[config.mk]
export PLATFORM = sky130hd
export DESIGN_NAME = rca_adder
export DESIGN_NICKNAME = d
export VERILOG_FILES = /design/src/rtl/rca_adder.sv
export SDC_FILE = /design/constraint.sdc
export NUM_CORES = 1
export LEC_CHECK = 0
export CAP_MARGIN = 25
export CORE_MARGIN = 8
export CORE_UTILIZATION = 45
export CTS_BUF_LIST = sky130_fd_sc_hd__clkbuf_16
export CTS_CLUSTER_SIZE = 25
export DETAILED_ROUTE_END_ITERATION = 16
export DONT_BUFFER_PORTS = 1
export MAX_ROUTING_LAYER = met4
export RECOVER_POWER = 50
export SLEW_MARGIN = 20
export SYNTH_ARGS = -nofsm -noshare
export SYNTH_HDL_FRONTEND = slang
export SYNTH_SLANG_ARGS = --single-unit
[constraint.sdc]
create_clock -name clk -period 12.7 [get_ports clk]
set_clock_uncertainty 0.05 [all_clocks]
set_input_delay 2.54 -clock clk [delete_from_list [all_inputs] [get_ports clk]]
set_output_delay 2.54 -clock clk [all_outputs]
set_load 0.01 [all_outputs]
[src/rtl/rca_adder.sv]
`default_nettype none
// ============================================================================
// Module      : rca_adder
// Description : Two-stage pipelined unsigned adder. Stage 1 registers the
//               operands; stage 2 registers the result of a ripple-carry
//               chain of one-bit full-adder cells built over those registers.
// Revision    : 1.0 - initial release
// ============================================================================
module rca_adder #(
    parameter int DATA_WIDTH = 32
) (
    input  logic                  clk,
    input  logic                  resetn,      // active-high despite the name
    input  logic [DATA_WIDTH-1:0] in_sum_a,
    input  logic [DATA_WIDTH-1:0] in_sum_b,
    output logic [DATA_WIDTH-1:0] out_sum_result,
    output logic                  out_sum_carry
);

    // Stage-1 operand registers
    logic [DATA_WIDTH-1:0] r_a_q;
    logic [DATA_WIDTH-1:0] r_b_q;

    // Ripple-carry chain: w_carry[i] is the carry into cell i,
    // w_carry[DATA_WIDTH] is the carry out of the MSB cell.
    logic [DATA_WIDTH:0]   w_carry;
    logic [DATA_WIDTH-1:0] w_sum;

    assign w_carry[0] = 1'b0;

    generate
        for (genvar i = 0; i < DATA_WIDTH; i++) begin : g_fa
            logic w_prop;
            assign w_prop       = r_a_q[i] ^ r_b_q[i];
            assign w_sum[i]     = w_prop ^ w_carry[i];
            assign w_carry[i+1] = (r_a_q[i] & r_b_q[i]) | (w_carry[i] & w_prop);
        end
    endgenerate

    // Stage 1: capture operands every cycle; reset clears anything in flight
    always_ff @(posedge clk) begin
        if (resetn) begin
            r_a_q <= '0;
            r_b_q <= '0;
        end else begin
            r_a_q <= in_sum_a;
            r_b_q <= in_sum_b;
        end
    end

    // Stage 2: register the ripple-carry result so outputs come only from flops
    always_ff @(posedge clk) begin
        if (resetn) begin
            out_sum_result <= '0;
            out_sum_carry  <= 1'b0;
        end else begin
            out_sum_result <= w_sum;
            out_sum_carry  <= w_carry[DATA_WIDTH];
        end
    end

endmodule
`default_nettype wire

==> implementation parameters <==
Parameter                              Value

Outcome
  Run status ... completed

Timing
  Period Utilization, post-route ... 96.3%
  Number of max-slew violations in the final report ... 0
  Tightest Pin Transition ... 0.157 ns
  Upper clock frequency limit ... 81.8 MHz
  Min Clock Period, post-route ... 12.23 ns
  Unrepaired setup endpoints after global routing ... no
  Worst slew margin relative to its limit ... 89.5%
  Sum of negative setup slack ... 0 ns
  Final hold viol count ... 0
  Final Setup Violations ... 0

Clock network
  Clk pin slew, worst setup/hold paths ... 0.06 ns
  Total of cells resized after clock tree synthesis ... 5
  CTS tree ... built
  Clk Tree Root Cell ... sky130_fd_sc_hd__clkbuf_16
  Clock sink count ... 97
  Number of clock buffers inserted by TritonCTS ... 9
  Maximum buffer depth of the clock tree ... 2
  Hold-fix buffer count after cts ... 0
  Post-CTS setup buffer count ... 0
  H-tree depth reported by CTS ... 3
  Later-pin clock latency in the skew report ... 0.33 ns

Placed design
  Post-Place Cell Area ... 3320 um2
  Half-perimeter wire length of the detailed placement result ... 3530 um
  RePlAce Congestion ... 0.674
  Number of I/O port buffers ... 0
  Placed insts ... 332

Worst setup path
  Most frequent cell on the critical path ... sky130_fd_sc_hd__fa_1
  Highest net fanout along the worst path ... 1
  Delay of the slowest critical-path stage ... 0.40 ns
  Worst reg-to-reg path cell count ... 36
  Required time of the worst setup path ... 12.91 ns
  Kind of start point of the critical path ... flip-flop
  Signal arrival time at the worst endpoint ... 12.44 ns
  R2r setup slk ... 0.47 ns
  Slowest cell on the critical path ... sky130_fd_sc_hd__fa_1
  Setup Crit Path Kind ... flip-flop to flip-flop
  Critical path endpoint category ... flip-flop

Global routing
  Maximum number of pins on one net before global-route repair ... 98
  Global-route wire length before repair ... 7470 um
  Number of antenna violations at the first check in global routing ... 0
  Remaining global-route overflow ... 0
  Total track usage ... 10.1%
  Number of global-route vias before repair ... 1545

Min path
  Number of stages on the worst hold path ... 2
  Type of the worst min-delay path ... flip-flop to flip-flop

Route
  Iteration-0 DRC Markers ... 34
  Routed wire per std cell ... 14.0 um
  First-pass DRT Iterations ... 4
  Routed Antenna Nets ... 0
  Total via count in the routed design ... 1466
  Wirelength, routed ... 4870 um
  Average vias per placed instance ... 4.21
  DR DRC count ... 0

Yosys
  Count of unique library cells instantiated by Yosys ... 8
  Sequential cell area fraction in the yosys report ... 59.6%
  Leading area contributor after synthesis ... sky130_fd_sc_hd__dfxtp_1
  Netlist Area Pre-Place ... 3260 um2
  Number of nets in the synthesized netlist ... 341
  Area contributors post-synth ... sky130_fd_sc_hd__dfxtp_1 (60%), sky130_fd_sc_hd__fa_1 (19%), sky130_fd_sc_hd__nor2b_1 (18%)
  Warnings, synthesis ... 0
  Average cell area after synthesis ... 13.4 um2
  Register bit count reported by yosys ... 97
  Instance count of the mapped netlist ... 243
  Portion of synthesized cell area occupied by the leading cell type ... 59.6%

Pwr
  Clock network power share ... 42.7%
  Areal power density over the cells ... 175 nW/um2
  Combinational share of power ... 4.2%
  Worst-case vdd ir drop ... 0.0661 mV
  Total power draw ... 0.000643 W
  Internal Dissipation ... 0.000513 W
  Static leakage ... 1.47 nW
  Fraction of power consumed by sequential logic ... 53.0%
  Net load switching power ... 0.000130 W
  Share of total power consumed by net switching ... 20.2%

Floorplan
  Num ports ... 99
  Floorplan row count ... 31
  Area of the core region ... 7140 um2
  Initial cell density of the core ... 45.7%
  Die footprint ... 10200 um2
  Die Y ... 101 um
  Horiz. Die Dim ... 101 um

Finish
  Antenna diodes ... 0
  Number of nets in the final layout ... 342
  Area growth from synthesis to final layout ... 12.6%
  Share of final-layout standard cells stronger than drive strength 1 ... 10.8%
  Post-route cell area ... 3670 um2
  Post-Layout Cell Count ... 348
  Util after Layout ... 51.4%

Run
  Max-capacitance violation count ... 0
==> critical path: cells and delay by family (launching register included) <==
| family | cells | cell delay, ns |
|---|---|---|
| fa+ha+maj | 32 | 11.49 |
| buf+inv | 3 | 0.20 |
| flops | 1 | 0.30 |
| simple gates | 1 | 0.11 |
==> metal layers <==
metal / track usage [%] / share of wire, % / vias up
met5: - / 0 / -
met4: 4.81 / 1.4 / 0
met3: 4.90 / 8.5 / 6
met2: 14.7 / 47 / 58
met1: 11.4 / 43 / 682
li1: - / - / 720
==> power by group through the flow <==
stage / Sequential [W] / Clock, W / Combinational (W)
after global placement: 0.000348 / 0 / 0.0000262
final: 0.000341 / 0.000275 / 0.0000272
after CTS: 0.000342 / 0.000284 / 0.0000273
after detailed placement: 0.000348 / 0 / 0.0000270
after global routing: 0.000343 / 0.000298 / 0.0000327
after floorplan: 0.000345 / 0 / 0.0000268
==> metrics by stage <==
| stage | worst slack (ns) | hold slack (ns) |
|---|---|---|
| CTS | 0.00897 | 0.517 |
| detailed placement | -0.227 | 0.502 |
| global placement | -0.162 | 0.514 |
| floorplan | 0.366 | 0.474 |
| finish | 0.470 | 0.509 |
| global route | 0.0253 | 0.568 |
==> logic make-up (layout without fill, tap and decap cells) <==
kind of cell	Yosys count	in the layout	share of synthesized area, %
fa+ha+maj	32	32	19.4
buf+inv	17	23	2.65
flops	97	97	59.6
simple gates	97	97	18.4
==> Yosys cell counts <==
cell type and number:
sky130_fd_sc_hd__buf_2 6, sky130_fd_sc_hd__buf_4 4, sky130_fd_sc_hd__dfxtp_1 97, sky130_fd_sc_hd__fa_1 31
sky130_fd_sc_hd__ha_1 1, sky130_fd_sc_hd__inv_1 7, sky130_fd_sc_hd__nor2_1 3, sky130_fd_sc_hd__nor2b_1 94
==> worst paths after layout <==
path             from                 end
max          r_a_q[0]  out_sum_result[31]
min          r_b_q[0]   out_sum_result[0]
min reg2reg  r_b_q[0]   out_sum_result[0]
max reg2reg  r_a_q[0]  out_sum_result[31]
==> state kept, by name, summed over array words and instances (netlist names) <==
register and flops:
out_sum_carry 1, r_b_q 32, r_a_q 32, out_sum_result 32
==> area by class of cell <==
cell class	count	area (um2)
clock buffer	9	225
clock inverter	7	86.3
fill	640	3470
inverter	7	26.3
multi-input combinational	129	1270
sequential	97	1940
tap	99	124
==> cells in the final DEF (no fill, tap or decap), drive strengths merged <==
cell       n
clkbuf     9
bufinv     2
clkinv     2
clkinvlp   2
ha         1
dfxtp     97
inv        8
fa        31
nor2       3
nor2b     94
No activity file was read; power rests on OpenSTA's default activity.
==> edit 1 (same settings) <==
Add an input register stage for `in_sum_a` and `in_sum_b`, without a reset; this delays them by one clock.
--- a/src/rtl/rca_adder.sv
+++ b/src/rtl/rca_adder.sv
@@ -16,6 +16,14 @@
     output logic [DATA_WIDTH-1:0] out_sum_result,
     output logic                  out_sum_carry
 );
+
+    logic [DATA_WIDTH-1:0] in_sum_a_q;
+    logic [DATA_WIDTH-1:0] in_sum_b_q;
+
+    always_ff @(posedge clk) begin
+        in_sum_a_q <= in_sum_a;
+        in_sum_b_q <= in_sum_b;
+    end
 
     // Stage-1 operand registers
     logic [DATA_WIDTH-1:0] r_a_q;
@@ -43,8 +51,8 @@
             r_a_q <= '0;
             r_b_q <= '0;
         end else begin
-            r_a_q <= in_sum_a;
-            r_b_q <= in_sum_b;
+            r_a_q <= in_sum_a_q;
+            r_b_q <= in_sum_b_q;
         end
     end
 
Check against the original RTL: not equivalent (a bounded check fails within 4 cycles, from zero or initial values and one cycle with resetn high).
==> edit 1 against the original RTL <==
  * Sequential cell count grew 64
  * Sequential share of layout area up 8.3 points
  * Wire length increased by 26%
  * Total power rose by 66%
  * Clock power is 77% higher
  * Worst setup slack worse by 21 ps
  * Maximum frequency is 0.17% lower
  * Area after synthesis grew 39%
  * Final area grew 43%
  * Combinational power hardly changed
==> edit 1: results <==
[route]
drt_first_iter_violations = 83
wl_met1_mm = 2.397
dr_wl_met3_um = 530
dr_wl_met2_mm = 3.156
vias = 1880
wirelength_mm = 6.151
routedWlPerCell_um = 13.31

[cells_and_area]
fill_cell_instance_count_of_the_final_layout = 813
final_layout_size_suffix_gt1_share_pct = 13.37
finish.net_count = 414

[global_route]
grt_pass1_vias = 1980
global_route_wire_length_before_repair_mm = 9.418
groute.usage.overall_pct = 10.15

[worst_setup_path]
critical_path_arrival_ps = 12550
cpPeakStageDelay_ps = 410

[logic_synthesis]
synth.area.top_cells = sky130_fd_sc_hd__dfxtp_1 71%, sky130_fd_sc_hd__fa_1 14%, sky130_fd_sc_hd__nor2b_1 13%, sky130_fd_sc_hd__buf_2 0.66%, sky130_fd_sc_hd__buf_4 0.66%
ys_top_cells_by_count = 161 x sky130_fd_sc_hd__dfxtp_1, 94 x sky130_fd_sc_hd__nor2b_1, 31 x sky130_fd_sc_hd__fa_1
syn_nets = 405
syn-mean-instance-area_um2 = 14.79
yosysTopAreaCellShare_pct = 70.96
synth_sequential_area_ratio_pct = 70.96
synthDistinctLibCells = 8

[status]
outcome = finished, final reports clean

[clock_network]
ctsHtreeMaxLevel = 4
clk-insertion-delay-late_ps = 410
cts-buffers-inserted = 17

[placed_design]
placedCellCount = 430
dpl.hpwl_mm = 4.377
gp_congestion = 0.6577

[power_and_ir_drop]
static_leakage_nw = 2.145
switch_share_pct = 20.88
clock_power_share_pct = 45.5
vdd.ir_drop.worst_mv = 0.1347

[sta]
relSlewSlack_pct = 88.31

[worst_hold_path]
worstHoldPathCells = 1
-- edit 1: changes by cell type after synthesis, sizes merged --
cell,before,now
dfxtp,97,161
-- edit 1: final timing paths --
path / from / end / slack, ps
worst max register to register: r_a_q[0] / out_sum_result[31] / 450
worst min register to register: in_sum_b_q[22] / r_b_q[22] / 380
worst min-delay path: in_sum_b_q[22] / r_b_q[22] / 380
worst max-delay path: r_a_q[0] / out_sum_result[31] / 450
-- edit 1: kinds of logic (layout without fill, tap and decap cells) --
family | after synthesis | after routing | share of synthesized area [%]
buffers and inverters | 17 | 39 | 1.901
DFF | 161 | 161 | 70.96
and+or+nand+nor | 97 | 97 | 13.20
adders and majority gates | 32 | 32 | 13.94
-- edit 1: per-stage QoR --
step	utilization [%]	cell area [um2]	worst slack [ps]	power, mW
6_report	53.85	5264	449.5	1.070
5_1_grt	53.85	5264	48.39	1.115
4_1_cts	53.65	5244	14.00	1.085
3_5_place_dp	47.56	4648	-205.6	0.5949
3_3_place_gp	47.56	4648	-60.06	0.5934
2_1_floorplan	-	4542	365.9	0.5891
-- edit 1: critical path: cells and delay by family (launching register included) --
family	cells	cell delay [ps]
and+or+nand+nor	1	100
adders and majority gates	32	11520
buffers and inverters	3	190
DFF	1	300
-- edit 1: metal layers --
metal,global-route usage (%),vias up
li1,-,941
met1,9.475,868
met2,16.02,64
met3,6.308,7
met4,5.186,0
met5,-,-
-- edit 1: final cells by class --
| cell class | instances | area (um2) | share of cell area [%] |
|---|---|---|---|
| clock buffers | 17 | 425.4 | 8.082 |
| flip-flops and latches | 161 | 3223 | 61.23 |
| multi-input cells | 129 | 1265 | 24.03 |
| inverters | 7 | 26.28 | 0.4992 |
| well taps | 133 | 166.4 | 3.161 |
| clock inverters | 15 | 157.7 | 2.995 |
==> edit 2 (same flow settings) <==
Without the edit above. Change the parameter `DATA_WIDTH` from 32 to 48.
--- a/src/rtl/rca_adder.sv
+++ b/src/rtl/rca_adder.sv
@@ -7,7 +7,7 @@
 // Revision    : 1.0 - initial release
 // ============================================================================
 module rca_adder #(
-    parameter int DATA_WIDTH = 32
+    parameter int DATA_WIDTH = 48
 ) (
     input  logic                  clk,
     input  logic                  resetn,      // active-high despite the name
Ports: changed (resized in_sum_a, in_sum_b and out_sum_result); port bits go from 99 to 147. No check against the original RTL was run, so the function may have changed too.
==> edit 2 against the original RTL <==
  * The run now ends with negative setup slack left
  * Critical endpoint is now out_sum_result[47]
  * Maximum frequency down 29%
  * Worst setup slack worse by 4900 ps
  * First-iteration DRC count rose to 2.5 times the old value
  * Die area up 42%
  * Sequential cell count up 48
  * Total power up 66%
  * Global-route usage up 2.4 points
  * Final cell count up 50%
  * Wire length up 68%
  * Area after synthesis up 51%
  * Final area up 57%
  * Critical path depth up 16
==> edit 2: results <==
[global_route]
grt_use_met2_pct = 18.93
met3_grt_util_pct = 6.294
grt_max_degree = 146
grt_pass1_vias = 2590
grtUsageMet1_pct = 13.51
groute.usage.overall_pct = 12.52
number_of_antenna_violations_at_the_first_check_in_global_routing = 4
global_route_wire_length_before_repair_mm = 13.28

[placed_design]
gp_congestion = 0.6918
placedCellCount = 485

[status]
failed_checks = negative setup slack
outcome = complete, but fails checks

[cells_and_area]
area.share.sequential_pct = 50.30
final_layout_size_suffix_gt1_share_pct = 24.67
finish.net_count = 510
n_multi_input_combinational_cell = 193
multi_input_logic_area_um2 = 2041
fill_cell_instance_count_of_the_final_layout = 919

[worst_setup_path]
setup.worst_path.end = out_sum_result[47]
path_depth = 52
r2r_cells = 52

[clock_network]
cts-buffers-inserted = 17
post_cts_resize_count = 4
ctsHtreeMaxLevel = 4
clk-insertion-delay-late_ps = 400

[power_and_ir_drop]
switch_share_pct = 20.72
clock_power_share_pct = 47.6
power_attributed_to_sequential_cells_mw = 0.513
power.total_mw = 1.066

[sta]
finalSetupViolCount = 15
worst_slack_ps = -4438

[route]
routedWlPerCell_um = 15.67
wirelength_mm = 8.166
dr_wl_met3_um = 687

[logic_synthesis]
synth_fa_ha_area_share_pct = 19.35
syn-mean-instance-area_um2 = 13.65
ys_top_cells_by_count = 145 x sky130_fd_sc_hd__dfxtp_1, 132 x sky130_fd_sc_hd__nor2b_1, 47 x sky130_fd_sc_hd__fa_1
synthDistinctLibCells = 10
-- edit 2: cell types whose count changed in the layout (fill, tap and decap cells not counted), moves of 4 or more --
cell                        before  now
sky130_fd_sc_hd__diode_2         0    4
sky130_fd_sc_hd__clkbuf_16       9   17
sky130_fd_sc_hd__nor2b_2         0   10
sky130_fd_sc_hd__nor2b_4         0    5
sky130_fd_sc_hd__nor2b_1        94  127
sky130_fd_sc_hd__dfxtp_1        97  144
sky130_fd_sc_hd__fa_2           14   45
sky130_fd_sc_hd__fa_1           17    2
-- edit 2: per-stage QoR --
stage	worst slack (ps)	TNS [ps]	utilization (%)	hold slack, ps
6_report	-4438	-35890	53.73	549.9
5_1_grt	-4874	-41790	53.73	588.2
4_1_cts	-4529	-37130	53.38	550.8
3_5_place_dp	-4485	-36490	47.44	525.4
3_3_place_gp	-4390	-35390	47.44	521.2
2_1_floorplan	-3914	-29140	-	500.3
